<file path="src/rtl/eth_rx_aes_unpacker.sv">
// Receive-side AES Ethernet unpacker: parses the padded MAC header and IP header of the
// TSE Avalon-ST stream and keeps only IPv4 frames addressed to the local MAC. Their
// payload is packed big-endian into AES-width blocks, and the dropped frames are counted.
module eth_rx_aes_unpacker #(
    parameter int unsigned STREAM_WIDTH = 32,
    parameter int unsigned BLOCK_WIDTH  = 128,
    parameter int unsigned IP_HDR_WORDS = 5,
    parameter int unsigned CNT_WIDTH    = 32
) (
    input  logic                    clk,
    input  logic                    rst,
    input  logic [47:0]             cfg_mac_addr,
    input  logic [STREAM_WIDTH-1:0] in_data,
    input  logic                    in_valid,
    output logic                    in_ready,
    input  logic                    in_sop,
    input  logic                    in_eop,
    input  logic [1:0]              in_empty,
    output logic [BLOCK_WIDTH-1:0]  out_data,
    output logic                    out_valid,
    input  logic                    out_ready,
    output logic                    out_sop,
    output logic                    out_last,
    output logic [3:0]              out_empty,
    output logic [CNT_WIDTH-1:0]    frames_ok,
    output logic [CNT_WIDTH-1:0]    frames_dropped
);

    typedef enum logic [2:0] {StIdle, StMacHdr, StIpHdr, StPayload, StDrop} state_e;

    localparam int          Words         = int'(BLOCK_WIDTH / STREAM_WIDTH);
    localparam logic [15:0] EtherTypeIpv4 = 16'h0800;
    localparam logic [7:0]  IpLastCnt     = 8'(IP_HDR_WORDS - 1);

    state_e                  state_q, state_d;
    logic [7:0]              cnt_q, cnt_d;
    logic                    match_q, match_d;
    logic [1:0]              idx_q, idx_d;
    logic                    first_q, first_d;
    logic [BLOCK_WIDTH-1:0]  asm_q, asm_d;
    logic [BLOCK_WIDTH-1:0]  out_data_q, out_data_d;
    logic                    out_valid_q, out_valid_d;
    logic                    out_sop_q, out_sop_d;
    logic                    out_last_q, out_last_d;
    logic [3:0]              out_empty_q, out_empty_d;
    logic [CNT_WIDTH-1:0]    ok_q, drop_q;

    logic                    accept, out_free, load, last_blk, ok_evt, drop_evt;
    logic [STREAM_WIDTH-1:0] keep_mask;
    logic [BLOCK_WIDTH-1:0]  blk;

    // The output register can take a new block when empty or being drained this cycle.
    assign out_free = !out_valid_q || out_ready;
    assign in_ready = !((state_q == StPayload) && !out_free);
    assign accept   = in_valid && in_ready;

    // Block as it would leave the assembler this cycle: earlier words, the current word
    // (trailing bytes cleared on eop), and zeros in the unfilled slots.
    always_comb begin
        keep_mask = {STREAM_WIDTH{1'b1}} << {in_empty, 3'b000};
        blk       = '0;
        asm_d     = asm_q;
        for (int k = 0; k < Words; k++) begin
            if (k < int'(idx_q)) begin
                blk[BLOCK_WIDTH-1-STREAM_WIDTH*k -: STREAM_WIDTH] =
                    asm_q[BLOCK_WIDTH-1-STREAM_WIDTH*k -: STREAM_WIDTH];
            end else if (k == int'(idx_q)) begin
                blk[BLOCK_WIDTH-1-STREAM_WIDTH*k -: STREAM_WIDTH] =
                    in_eop ? (in_data & keep_mask) : in_data;
                if (accept && state_q == StPayload && !in_sop) begin
                    asm_d[BLOCK_WIDTH-1-STREAM_WIDTH*k -: STREAM_WIDTH] = in_data;
                end
            end
        end
    end

    // Frame parser next-state logic and per-frame events.
    always_comb begin
        state_d  = state_q;
        cnt_d    = cnt_q;
        match_d  = match_q;
        idx_d    = idx_q;
        first_d  = first_q;
        load     = 1'b0;
        last_blk = 1'b0;
        ok_evt   = 1'b0;
        drop_evt = 1'b0;
        if (accept) begin
            if (in_sop) begin
                // A new sop always starts over, aborting whatever frame was in progress.
                if (state_q != StIdle) drop_evt = 1'b1;
                match_d = (in_data[15:0] == cfg_mac_addr[47:32]);
                cnt_d   = 8'd1;
                if (in_eop) begin
                    drop_evt = 1'b1;
                    state_d  = StIdle;
                end else begin
                    state_d  = StMacHdr;
                end
            end else begin
                case (state_q)
                    StIdle: begin
                    end
                    StMacHdr: begin
                        if (in_eop) begin
                            drop_evt = 1'b1;
                            state_d  = StIdle;
                        end else begin
                            cnt_d = cnt_q + 8'd1;
                            if (cnt_q == 8'd1) begin
                                match_d = match_q && (in_data == cfg_mac_addr[31:0]);
                            end
                            if (cnt_q == 8'd3) begin
                                match_d = match_q && (in_data[15:0] == EtherTypeIpv4);
                                cnt_d   = 8'd0;
                                state_d = match_d ? StIpHdr : StDrop;
                            end
                        end
                    end
                    StIpHdr: begin
                        if (in_eop) begin
                            drop_evt = 1'b1;
                            state_d  = StIdle;
                        end else if (cnt_q == IpLastCnt) begin
                            state_d = StPayload;
                            idx_d   = 2'd0;
                            first_d = 1'b1;
                        end else begin
                            cnt_d = cnt_q + 8'd1;
                        end
                    end
                    StPayload: begin
                        load  = (idx_q == 2'd3) || in_eop;
                        idx_d = idx_q + 2'd1;
                        if (in_eop) begin
                            last_blk = 1'b1;
                            ok_evt   = 1'b1;
                            state_d  = StIdle;
                        end
                    end
                    StDrop: begin
                        if (in_eop) begin
                            drop_evt = 1'b1;
                            state_d  = StIdle;
                        end
                    end
                    default: state_d = StIdle;
                endcase
            end
        end
        if (load) first_d = 1'b0;
    end

    // Output register: load a finished block, otherwise hold while stalled or go idle.
    always_comb begin
        out_data_d  = out_data_q;
        out_valid_d = out_valid_q;
        out_sop_d   = out_sop_q;
        out_last_d  = out_last_q;
        out_empty_d = out_empty_q;
        if (load) begin
            out_data_d  = blk;
            out_valid_d = 1'b1;
            out_sop_d   = first_q;
            out_last_d  = last_blk;
            out_empty_d = last_blk ? {2'd3 - idx_q, in_empty} : 4'd0;
        end else if (out_free) begin
            out_valid_d = 1'b0;
            out_sop_d   = 1'b0;
            out_last_d  = 1'b0;
            out_empty_d = 4'd0;
        end
    end

    // State, assembly, output and saturating statistics registers.
    always_ff @(posedge clk) begin
        if (rst) begin
            state_q     <= StIdle;
            cnt_q       <= 8'd0;
            match_q     <= 1'b0;
            idx_q       <= 2'd0;
            first_q     <= 1'b0;
            asm_q       <= '0;
            out_data_q  <= '0;
            out_valid_q <= 1'b0;
            out_sop_q   <= 1'b0;
            out_last_q  <= 1'b0;
            out_empty_q <= 4'd0;
            ok_q        <= '0;
            drop_q      <= '0;
        end else begin
            state_q     <= state_d;
            cnt_q       <= cnt_d;
            match_q     <= match_d;
            idx_q       <= idx_d;
            first_q     <= first_d;
            asm_q       <= asm_d;
            out_data_q  <= out_data_d;
            out_valid_q <= out_valid_d;
            out_sop_q   <= out_sop_d;
            out_last_q  <= out_last_d;
            out_empty_q <= out_empty_d;
            if (ok_evt && ok_q != '1) ok_q <= ok_q + CNT_WIDTH'(1);
            if (drop_evt && drop_q != '1) drop_q <= drop_q + CNT_WIDTH'(1);
        end
    end

    assign out_data       = out_data_q;
    assign out_valid      = out_valid_q;
    assign out_sop        = out_sop_q;
    assign out_last       = out_last_q;
    assign out_empty      = out_empty_q;
    assign frames_ok      = ok_q;
    assign frames_dropped = drop_q;

endmodule

</file>
<file path="config.mk">
export PLATFORM = sky130hd
export DESIGN_NAME = eth_rx_aes_unpacker
export DESIGN_NICKNAME = d
export VERILOG_FILES = /design/src/rtl/eth_rx_aes_unpacker.sv
export SDC_FILE = /design/constraint.sdc
export NUM_CORES = 1
export LEC_CHECK = 0
export CAP_MARGIN = 20
export CORE_UTILIZATION = 45
export CTS_BUF_LIST = sky130_fd_sc_hd__clkbuf_2
export DETAILED_ROUTE_END_ITERATION = 7
export PLACE_DENSITY = 0.74
export SYNTH_ARGS = -nofsm -noshare
export SYNTH_HDL_FRONTEND = slang
export SYNTH_SLANG_ARGS = --single-unit
</file>
<file path="constraint.sdc">
create_clock -name clk -period 6.02 [get_ports clk]
set_clock_uncertainty 0.05 [all_clocks]
set_input_delay 1.806 -clock clk [delete_from_list [all_inputs] [get_ports clk]]
set_output_delay 1.806 -clock clk [all_outputs]
set_load 0.02 [all_outputs]
</file>
==> results of run 1 <==
[flip-flops by register name, summed over array words and instances (netlist names)]
name	flops
asm_q	96
cnt_q	8
first_q	1
out_sop	1
out_data	128
match_q	1
idx_q	2
out_valid	1
out_empty	4
out_last	1
state_q	3
frames_dropped	32
frames_ok	32
[cell families after synthesis]
kind of cell    after synthesis  share of synthesized area [%]
simple gates                666                           23.6
flops                       310                           45.4
compound gates              404                           19.6
xor+xnor                     53                           3.40
fa+ha+maj                     9                          0.825
mux                          26                           1.97
buf+inv                     178                           5.18
[power by group]
group          internal [uW]  switching [uW]
registers               2050            2.27
logic                   90.6             138
clock network            607             880
total                   2750            1020
[worst max-delay path: stages]
cell and delay, ps:
sky130_fd_sc_hd__clkdlybuf4s50_1 470, sky130_fd_sc_hd__nor2b_1 50, sky130_fd_sc_hd__buf_4 180, sky130_fd_sc_hd__nand2_1 70, sky130_fd_sc_hd__clkdlybuf4s50_1 600
[Yosys cell counts, drive strengths merged (2+ instances only)]
cell type,n
o31ai,27
a221oi,41
nor4,19
a32o,8
o41ai,2
and3,12
dfxtp,310
nor3,61
a22o,24
and4,5
xnor2,53
and2,11
inv,21
nand3b,4
nor2b,14
a31oi,3
nand4b,2
o21a,2
mux2,7
nand2,239
clkbuf,130
nor2,141
nand3,37
nand4,35
buf,26
a32oi,18
or4,29
or2,7
or3,39
a21oi,166
o21ai,39
o311ai,2
and3b,3
nor4b,2
a21bo,2
mux2i,19
a211oi,52
ha,9
nand2b,3
a311oi,8
[metal layers]
| layer | track usage (%) | vias up | routed length (um) |
|---|---|---|---|
| li1 | - | 6425 | - |
| met1 | 35.8 | 6458 | 18100 |
| met2 | 45.6 | 605 | 20800 |
| met3 | 7.00 | 81 | 4130 |
| met4 | 10.3 | 2 | 1160 |
| met5 | 0 | - | 17 |
[how the worst max path moves through the flow]
stage,start,end,slack (ps),depth (start not counted)
global route,out_ready,in_ready,920,5
finish,out_ready,in_ready,990,5
floorplan,out_ready,in_ready,1640,3
detailed placement,out_ready,in_ready,980,5
global placement,out_ready,in_ready,970,5
CTS,out_ready,in_ready,990,5
[layout make-up]
cell class / instances / area share [%]
repair buffers: 313 / 18.0
clock inverters: 18 / 0.826
inverters: 22 / 0.474
clock buffers: 117 / 3.36
multi-input cells: 1158 / 38.9
flip-flops and latches: 310 / 35.6
well taps: 390 / 2.80
diodes: 1 / 0.0144
[stage by stage]
step                instance area (sq um)  std cells  utilization [%]  hold slack, ps  total power [uW]
floorplan                           13700       1646                -             386              2220
global placement                    16600       2191             56.0             390              2320
detailed placement                  16600       2191             56.0             397              2330
CTS                                 17400       2326             58.5             409              3790
global route                        17400       2329             58.6             431              3920
finish                              17400       2329             58.6             407              3770
==> metrics.md, run 1 <==
| Metric | Value |
|---|---|
| Die area | 31100 sq um |
| Placement Rows | 63 |
| Number of hold violations in the final report | 0 |
| Launch point of the worst reg-to-reg path | idx_q[1] |
| Total negative slack for setup checks | 0 ps |
| Count of port buffers added during placement | 287 |
| Sort of element at the end of the critical path | output pin |
| Worst-case setup slack after placement | 984 ps |
| Post-synthesis sequential area ratio | 45.4% |
| Biggest area consumer among synthesized cells | sky130_fd_sc_hd__dfxtp_1 |
| Routability Congestion | 0.870 |
| Number of violations of the max-capacitance limit | 0 |
| Most common library cell in the layout ignoring fill and taps | sky130_fd_sc_hd__dfxtp_1 |
| I/O pin count | 288 |
| Maximum net fanout on the critical path | 13 |
| Cell count of the worst hold path | 2 |
| HPWL reported at the end of detailed placement | 29.5 mm |
| Number of flops mapped to enable cells by yosys | 0 |
| Count of hold-fix buffers inserted at cts | 0 |
| Maximum number of pins on one net before global-route repair | 131 |
| Number of unique standard cell types used by synthesis | 63 |
| Vias after detailed routing | 13600 |
| CTS tree | done |
| Fill cell total of the finished layout | 2666 |
| Synth warnings | 0 |
| Count of cells resized by post-cts repair | 0 |
| Commonest cells after routing, fill and taps aside | sky130_fd_sc_hd__dfxtp_1, sky130_fd_sc_hd__clkdlybuf4s50_1, sky130_fd_sc_hd__nand2_1, sky130_fd_sc_hd__a21oi_1, sky130_fd_sc_hd__nor2_1 |
| Proportion of register bits with asynchronous set or reset after synthesis | 0% |
| Predominant post-synthesis flop cell | sky130_fd_sc_hd__dfxtp_1 |
| Worst EP required | 4160 ps |
| Sequential cell area | 6210 sq um |
| Reg2Reg Capture Point | out_data[99] |
| Synthesized area per cell | 8.30 sq um |
| CTS H-tree depth | 3 |
| Time the final worst path needs with I/O delays and setup | 5030 ps |
| Total Routed Length | 44.2 mm |
| Number of CTS-inserted buffers | 82 |
| Cell Area, Synth | 13700 sq um |
| CTS root buffer | sky130_fd_sc_hd__clkbuf_2 |
| Path type of the worst setup path | in -> out |
| Maximum buffer depth of the clock tree | 3 |
| Total core area | 29700 sq um |
| Synthesized instance count | 1646 |
| Clk pin slew, worst setup/hold paths | 90 ps |
| Endpoint of the worst hold path | asm_q[123] |
| Effective utilization at floorplan | 46.0% |
| CP startpoint kind | input pin |
| Vias in the first global route | 12800 |
| Global-route wire length before repair | 69.6 mm |
| Hold Crit Start | asm_q[123] |
| Class of the most critical hold timing path | reg -> reg |
| Unrepaired setup endpoints after global routing | false |
| Nets in the synthesized netlist | 1743 |
| Antenna violation net count after detailed routing | 0 |
| Reg-to-reg setup timing slack | 2590 ps |
| Headroom to the max-slew limit | 28.3% |
| Number of buffers inserted by post-CTS setup repair | 0 |
| Iter 0 DRT Violations | 1082 |
| Synth top area share | 45.4% |
| Final-report max-slew violation count | 0 |
| GRT Resource Usage Total | 28.0% |
| Post-route DRC violation count | 0 |
| Vias/cell | 5.83 |
| Y dimension of the die | 176 um |
| Aggregate global routing overflow | 0 |
| Final setup margin | 992 ps |
| #FFs+latches synth | 310 |
| Power Density | 216 nW/um^2 |
| Status | completed |
| Worst VDD drop | 0.118 mV |
| Clock sinks | 310 |
| Clock latency on the worst-skew pair | 910 ps |
| Post-detailed-route wirelength per cell | 19.0 um |
| Final setup violation count | 0 |
| Antenna violations before repair | 2 |
| Leakage power summed over all cells | 0.00576 uW |
| Worst Path Arrival | 3170 ps |
| Post-layout net count | 1984 |
| 1st-pass router iterations | 5 |
| Final period utilization | 83.5% |
| Reg2Reg Depth | 5 |
| Area of combinational cells with multiple inputs | 6780 sq um |
| Largest cells by area after synthesis | sky130_fd_sc_hd__dfxtp_1, sky130_fd_sc_hd__nand2_1, sky130_fd_sc_hd__a21oi_1, sky130_fd_sc_hd__nor2_1, sky130_fd_sc_hd__clkbuf_1 |
| Layout cell share with drive strength beyond 1 | 9.49% |
| Worst slew pin tran | 1080 ps |
| Achievable Freq | 199 MHz |
| Synth-to-Final Area Change | 27.5% |
| Die width | 176 um |
Note: power is estimated with default switching activity, not from simulation.
==> run 2: changes to the inputs <==
==> constraint.sdc (replaced) <==
create_clock -name clk -period 5.25 [get_ports clk]
set_clock_uncertainty 0.05 [all_clocks]
set_input_delay 1.575 -clock clk [delete_from_list [all_inputs] [get_ports clk]]
set_output_delay 1.575 -clock clk [all_outputs]
set_load 0.02 [all_outputs]
==> run 2 against run 1 <==
Sequential share of layout area increased by 0.067 points. Clock power grew 13%. Combinational power grew 15%. Critical path depth decreased by 1. Total power rose by 14%. Worst setup slack worse by 150 ps. Final cell count decreased by 0.17%. Flip-flop and latch count stayed put. Worst hold slack is essentially flat. Largest cell class unchanged.
==> metrics.md, run 2 (same netlist as run 1, synthesis figures left out) <==
| Metric | Value |
|---|---|
| Clock latency on the worst-skew pair | 840 ps |
| 1st-pass router iterations | 6 |
| Unrepaired setup endpoints after global routing | false |
| I/O pin count | 288 |
| Leakage power summed over all cells | 0.00575 uW |
| Count of hold-fix buffers inserted at cts | 0 |
| Number of cells in the finished layout apart from fillers | 2325 |
| Power Density | 248 nW/um^2 |
| Count of cells resized by post-cts repair | 0 |
| Endpoint of the worst hold path | asm_q[121] |
| Max reg flops | 128 |
| Hold Crit Start | asm_q[121] |
| Number of CTS-inserted buffers | 79 |
| Aggregate global routing overflow | 0 |
| Reg-to-reg setup timing slack | 1450 ps |
| Worst slew pin tran | 1060 ps |
| Reg2Reg Capture Point | out_data[113] |
| Count of port buffers added during placement | 287 |
| Maximum net fanout on the critical path | 2 |
| Worst Hold Slack | 406 ps |
| Maximum number of pins on one net before global-route repair | 138 |
| CTS H-tree depth | 3 |
| Final-report max-slew violation count | 0 |
| Routability Congestion | 0.881 |
| Overall power after layout | 4300 uW |
| Fill cell total of the finished layout | 2689 |
| Status | completed |
| Post-route DRC violation count | 0 |
| Y dimension of the die | 176 um |
| Die width | 176 um |
| CTS root buffer | sky130_fd_sc_hd__clkbuf_2 |
| Post-layout net count | 1984 |
| Post-detailed-route wirelength per cell | 19.1 um |
| CP startpoint kind | input pin |
| Clk pin slew, worst setup/hold paths | 90 ps |
| Antenna violations before repair | 3 |
| Commonest cells after routing, fill and taps aside | sky130_fd_sc_hd__dfxtp_1, sky130_fd_sc_hd__clkdlybuf4s50_1, sky130_fd_sc_hd__nand2_1, sky130_fd_sc_hd__a21oi_1, sky130_fd_sc_hd__nor2_1 |
| Worst EP required | 3630 ps |
| Vias after detailed routing | 13500 |
| Number of violations of the max-capacitance limit | 0 |
| Worst path slowest cell | sky130_fd_sc_hd__clkdlybuf4s50_1 |
| Path type of the worst setup path | in -> out |
| Iter 0 DRT Violations | 1037 |
| Total Routed Length | 44.4 mm |
| Antenna violation net count after detailed routing | 0 |
| Class of the most critical hold timing path | reg -> reg |
| Reg2Reg Depth | 7 |
| Crit path largest cell delay | 600 ps |
| GRT Resource Usage Total | 28.2% |
| Cell count of the worst hold path | 2 |
| Time the final worst path needs with I/O delays and setup | 4410 ps |
| Maximum buffer depth of the clock tree | 3 |
| Layout cell share with drive strength beyond 1 | 9.42% |
| Total negative slack for setup checks | 0 ps |
| Number of buffers inserted by post-CTS setup repair | 0 |
| Sort of element at the end of the critical path | output pin |
| Effective utilization at floorplan | 46.0% |
| Launch point of the worst reg-to-reg path | idx_q[1] |
| HPWL reported at the end of detailed placement | 29.6 mm |
| Headroom to the max-slew limit | 29.3% |
| Die area | 31100 sq um |
| Most common library cell in the layout ignoring fill and taps | sky130_fd_sc_hd__dfxtp_1 |
| Synth-to-Final Area Change | 27.3% |
| CTS tree | done |
| Clock sinks | 310 |
| Number of hold violations in the final report | 0 |
| CP cell instances | clkdlybuf4s50_1 -> nor2b_1 -> nand2_1 -> clkdlybuf4s50_1 |
| Final setup violation count | 0 |
| Global-route wire length before repair | 69.6 mm |
| Number of cells after detailed placement | 2195 |
| Worst Path Arrival | 2790 ps |
| Worst VDD drop | 0.125 mV |
| Post-route core utilization | 58.5% |
| Vias/cell | 5.81 |
| Most Frequent Cell on Critical Path | sky130_fd_sc_hd__clkdlybuf4s50_1 |
| Placement Rows | 63 |
| Final period utilization | 84.0% |
| Vias in the first global route | 12800 |
| Achievable Freq | 227 MHz |
| Total core area | 29700 sq um |
run 2: through the flow:
stage	setup WS [ps]	cell area, sq um
2_1_floorplan	1330	13700
3_3_place_gp	846	16700
3_5_place_dp	846	16700
4_1_cts	843	17400
5_1_grt	808	17400
6_report	839	17400
run 2: worst max-delay path by stage:
stage	from	end	slack, ps	cells after the start
final	out_ready	in_ready	840	4
after global routing	out_ready	in_ready	810	4
after CTS	out_ready	in_ready	840	4
after detailed placement	out_ready	in_ready	850	4
after global placement	out_ready	in_ready	850	4
after floorplan	out_ready	in_ready	1330	3
run 2: cell type report:
class | count | area (sq um) | area share, %
Multi-Input combinational cell | 1158 | 6780 | 39.0
Sequential cell | 310 | 6210 | 35.7
Timing Repair Buffer | 316 | 3120 | 17.9
Clock buffer | 114 | 571 | 3.28
Tap cell | 390 | 488 | 2.81
Clock inverter | 13 | 131 | 0.756
Inverter | 22 | 82.6 | 0.475
Antenna cell | 2 | 5.00 | 0.0288
run 2: where the power goes:
part,switching [uW],internal [uW]
Sequential,2.67,2350
Combinational,159,104
Clock,971,714
Total,1130,3170
run 2: critical path, delay by kind of cell:
family / cells / cell delay, ps
AND/OR/NAND/NOR: 2 / 120
buffers and inverters: 2 / 1090
run 2: routing by layer:
metal  up-vias  share of wire [%]  GRT usage, %
met1      6317                 40          35.4
li1       6428                  -             -
met3       113                 10          8.53
met5         -              0.054             0
met4         4                3.5          11.8
met2       637                 46          44.9
